**config.mk**
```make
export PLATFORM = sky130hd
export DESIGN_NAME = debouncer
export DESIGN_NICKNAME = d
export VERILOG_FILES = /design/src/rtl/debouncer.sv
export SDC_FILE = /design/constraint.sdc
export NUM_CORES = 1
export LEC_CHECK = 0
export CAP_MARGIN = 20
export CORE_ASPECT_RATIO = 0.9
export CORE_MARGIN = 5
export CORE_UTILIZATION = 30
export DETAILED_ROUTE_END_ITERATION = 6
export PLACE_DENSITY_LB_ADDON = 0.12
export RECOVER_POWER = 100
export SLEW_MARGIN = 10
export SYNTH_ARGS = -nofsm -noshare
export SYNTH_HDL_FRONTEND = slang
export SYNTH_SLANG_ARGS = --single-unit
export TNS_END_PERCENT = 50
```
**constraint.sdc**
```tcl
create_clock -name aclk -period 1.7 [get_ports aclk]
set_input_delay 0.17 -clock aclk [delete_from_list [all_inputs] [get_ports aclk]]
set_output_delay 0.17 -clock aclk [all_outputs]
set_load 0.005 [all_outputs]
```
**src/rtl/debouncer.sv**
```systemverilog
// Debouncer: accepts a new level on d after HOLD identical samples and emits rise/fall/glitch pulses.
// Optional DEBOUNCER_SYNC_EN inserts a 2-flop synchronizer ahead of the filter.
module debouncer #(
  parameter int unsigned HOLD    = 16,
  parameter int unsigned CNT_W   = 8,
  parameter bit          RST_VAL = 1'b0
) (
  input  logic aclk,
  input  logic arstn,
  input  logic d,
  output logic q,
  output logic rise,
  output logic fall,
  output logic glitch,
  output logic busy
);

  if ((HOLD < 2) || (64'(HOLD) > ((64'd1 << CNT_W) - 64'd1))) begin : g_hold_check
    $error("debouncer: HOLD must be in 2 .. 2**CNT_W-1");
  end

  typedef enum logic [1:0] {
    StStableLo = 2'd0,
    StPendHi   = 2'd1,
    StStableHi = 2'd2,
    StPendLo   = 2'd3
  } state_e;

  localparam state_e            RstState = RST_VAL ? StStableHi : StStableLo;
  localparam logic [CNT_W-1:0]  HoldM1   = CNT_W'(HOLD - 1);

  logic d_s;

`ifdef DEBOUNCER_SYNC_EN
  logic sync1_q, sync2_q;

  always_ff @(posedge aclk or negedge arstn) begin
    if (!arstn) begin
      sync1_q <= RST_VAL;
      sync2_q <= RST_VAL;
    end else begin
      sync1_q <= d;
      sync2_q <= sync1_q;
    end
  end

  assign d_s = sync2_q;
`else
  assign d_s = d;
`endif

  state_e             state_q, state_d;
  logic [CNT_W-1:0]   cnt_q, cnt_d;
  logic               q_q, q_d;
  logic               rise_q, rise_d;
  logic               fall_q, fall_d;
  logic               glitch_q, glitch_d;

  always_comb begin
    state_d  = state_q;
    cnt_d    = cnt_q;
    q_d      = q_q;
    rise_d   = 1'b0;
    fall_d   = 1'b0;
    glitch_d = 1'b0;
    unique case (state_q)
      StStableLo: begin
        if (d_s) begin
          state_d = StPendHi;
          cnt_d   = CNT_W'(1);
        end else begin
          cnt_d = '0;
        end
      end
      StPendHi: begin
        if (!d_s) begin
          state_d  = StStableLo;
          glitch_d = 1'b1;
          cnt_d    = '0;
        end else if (cnt_q == HoldM1) begin
          state_d = StStableHi;
          q_d     = 1'b1;
          rise_d  = 1'b1;
          cnt_d   = '0;
        end else begin
          cnt_d = cnt_q + 1'b1;
        end
      end
      StStableHi: begin
        if (!d_s) begin
          state_d = StPendLo;
          cnt_d   = CNT_W'(1);
        end else begin
          cnt_d = '0;
        end
      end
      StPendLo: begin
        if (d_s) begin
          state_d  = StStableHi;
          glitch_d = 1'b1;
          cnt_d    = '0;
        end else if (cnt_q == HoldM1) begin
          state_d = StStableLo;
          q_d     = 1'b0;
          fall_d  = 1'b1;
          cnt_d   = '0;
        end else begin
          cnt_d = cnt_q + 1'b1;
        end
      end
      default: begin
        state_d = RstState;
        cnt_d   = '0;
      end
    endcase
  end

  always_ff @(posedge aclk or negedge arstn) begin
    if (!arstn) begin
      state_q  <= RstState;
      cnt_q    <= '0;
      q_q      <= RST_VAL;
      rise_q   <= 1'b0;
      fall_q   <= 1'b0;
      glitch_q <= 1'b0;
    end else begin
      state_q  <= state_d;
      cnt_q    <= cnt_d;
      q_q      <= q_d;
      rise_q   <= rise_d;
      fall_q   <= fall_d;
      glitch_q <= glitch_d;
    end
  end

  assign q      = q_q;
  assign rise   = rise_q;
  assign fall   = fall_q;
  assign glitch = glitch_q;
  assign busy   = (state_q == StPendHi) || (state_q == StPendLo);

endmodule

```
==> impl_metrics.ini <==
[status]
status = completed

[grt]
grt_max_degree = 15
overflow = 0
first_global_vias = 485
grt_first_pass_wirelength_um = 2221
antenna_found_initial = 0
grt_usage = 0.09834

[setup_path]
slowest_delay_ns = 0.61
cp.buffers_inverters = 1
timing.rr.start = cnt_q[0]
crit_slowest_cell = dlygate4sd3_1
required_ns = 1.53
start_kind = flop
worstPathMaxFanout = 7
crit_type = reg2out
cp.arrival_ns = 1.34
startpoint = state_q[0]
path_cells = dlygate4sd3_1
critPathCaptureType = output port
path_delay_family = buffers and inverters

[sta]
period_minus_slack_ns = 1.511
worst_pin_slew_ns = 0.7749
relSlewSlack = 0.4834
finalCritPeriodShare = 0.8891
setup_violations = 0
fmaxAchievable_ghz = 0.6616
skew_ns = 0.004588
rsz0062_at_grt = no
timing.final.hold_violations = 0
timing.setup.tns_ns = 0
slew_viol_final = 0

[clock_tree]
htree_levels = 1
cts_made_buffers = 3
cts_num_sinks = 14
clk_latency_ns = 0.28
cts_root_buf = clkbuf_4
cts_tree = yes
cts-resized-gates = 0
cts_setup_buffers = 0
clkTransAtPathRegs_ns = 0.09
clockBufferDepth = 2
holdBufCountCts = 0

[synth]
netlist_area_um2 = 656.9
ys_ff_latch = 14
seq_area_frac_synth = 0.5333
syn-num-nets = 65
synth_ff_type = dfrtp_1
synth_cells = 61
syn_avg_cell_area_um2 = 10.77
yosys.cell_types.count = 25
synth_edf_count = 0
synthArstFlopShare = 1.000
ys_warn_count = 0

[drt]
num_vias = 467
ant_nets = 0
drt-pass1-iter-count = 3
wl_met1_um = 625
detail_route.wl_per_cell_um = 12.32
vias_per_cell = 4.717
dr_wl_met3_um = 77
wl_met2_um = 495
drt_iter0_markers = 11
drc_errors = 0
wl_um = 1220
routed.top_layer = met4

[pwr]
p_per_area_nw_per_um2 = 834.9
leakage_nw = 0.3602
peakVddDrop_mv = 0.2549

[floorplan]
core_area_um2 = 2142
placement_rows = 16
start_util = 0.3067
die-area_um2 = 3227
die_width_um = 59.33
die_h_um = 54.39
io_pins = 8

[job]
max-cap-violations = 0

[finish]
area_growth_pct = 19.81
fillCellCount = 216
final_layout_size_suffix_gt1_frac = 0.1667
fin_util = 0.3674
antennaDiodeCount = 0
finalNetCount = 77

[placed_design]
io_buffers = 7
routabilityCongestion = 0.6379
place_hpwl_um = 865.6

[hold_path]
hp-class = in2async
-- area by class of cell --
class,count,area [µm²],area share
timing repair buffer,9,81.33,0.1033
multi-input combinational,42,274.0,0.3482
clock buffer,4,36.28,0.04610
sequential,14,350.3,0.4452
inverter,3,11.26,0.01431
tap,27,33.78,0.04293
-- cell usage in the layout (no fill, tap or decap), types with 3 or more instances in the layout --
| cell type | netlist | layout |
|---|---|---|
| clkbuf_4 | 0 | 3 |
| a21oi_1 | 5 | 5 |
| inv_1 | 3 | 3 |
| dfrtp_1 | 14 | 14 |
| nor2_1 | 7 | 7 |
| dlygate4sd3_1 | 0 | 7 |
| nand3_1 | 2 | 3 |
| o21ai_0 | 3 | 3 |
| nand2_1 | 4 | 4 |
-- cells by family (layout without fill, tap and decap cells) --
group                      Yosys count  after routing  share of synthesized area
AOI/OAI and AO/OA                   12             12                     0.1143
muxes                                1              1                    0.02285
adders and majority gates            1              1                    0.01904
DFF                                 14             14                     0.5333
buffers and inverters                5             16                    0.03999
xor gates and xnor gates             4              4                    0.05334
and+or+nand+nor                     24             24                     0.2171
-- synth_stat cells, types with 2 or more instances --
cell type  instances  area share
o21ai_0            3       0.023
inv_1              3       0.017
or3_2              2       0.023
and3_2             2       0.023
nand3_1            2       0.015
or3_1              2       0.019
nand2_1            4       0.023
xnor2_1            2       0.027
a21oi_1            5       0.038
dfrtp_1           14        0.53
nor2_1             7       0.040
xor2_1             2       0.027
-- power breakdown --
part / internal, W / switching [W]
clock network: 0.000130 / 0.000113
registers: 0.000345 / 0.0000111
logic: 0.0000267 / 0.0000312
total: 0.000502 / 0.000155
-- metal layers --
metal / GRT usage / up-vias
met4: 0.06792 / 0
li1: - / 233
met2: 0.1309 / 8
met5: 0 / -
met1: 0.1289 / 222
met3: 0.03774 / 4
-- metrics by stage --
| stage | cells | hold WS [ns] | worst slack [ns] | total power [W] | cell area, µm² |
|---|---|---|---|---|---|
| final | 99 | 0.4728 | 0.1885 | 0.0006571 | 787.0 |
| after global routing | 99 | 0.5616 | 0.1141 | 0.0007010 | 787.0 |
| after CTS | 99 | 0.1963 | 0.2034 | 0.0006788 | 797.0 |
| after detailed placement | 95 | 0.5061 | 0.2032 | 0.0004260 | 760.7 |
| after global placement | 95 | 0.5045 | 0.1938 | 0.0004273 | 760.7 |
| after floorplan | 61 | -0.1256 | 0.3570 | 0.0003981 | 656.9 |
-- final timing paths --
check | end | slack, ns | cells past startpoint
worst min-delay path | cnt_q[4] | 0.47 | 2
worst max-delay path | busy | 0.19 | 1
worst min register to register | cnt_q[0] | 0.56 | 2
worst max register to register | q | 0.26 | 4
min in group aclk | cnt_q[0] | 0.56 | 2
max in group asynchronous | state_q[0] | 0.74 | 2
-- state kept, by name, summed over array words and instances (netlist names), named ones only --
signal	count
fall	1
glitch	1
rise	1
cnt_q	8
q	1
state_q	1
(Power assumes the default switching activity.)
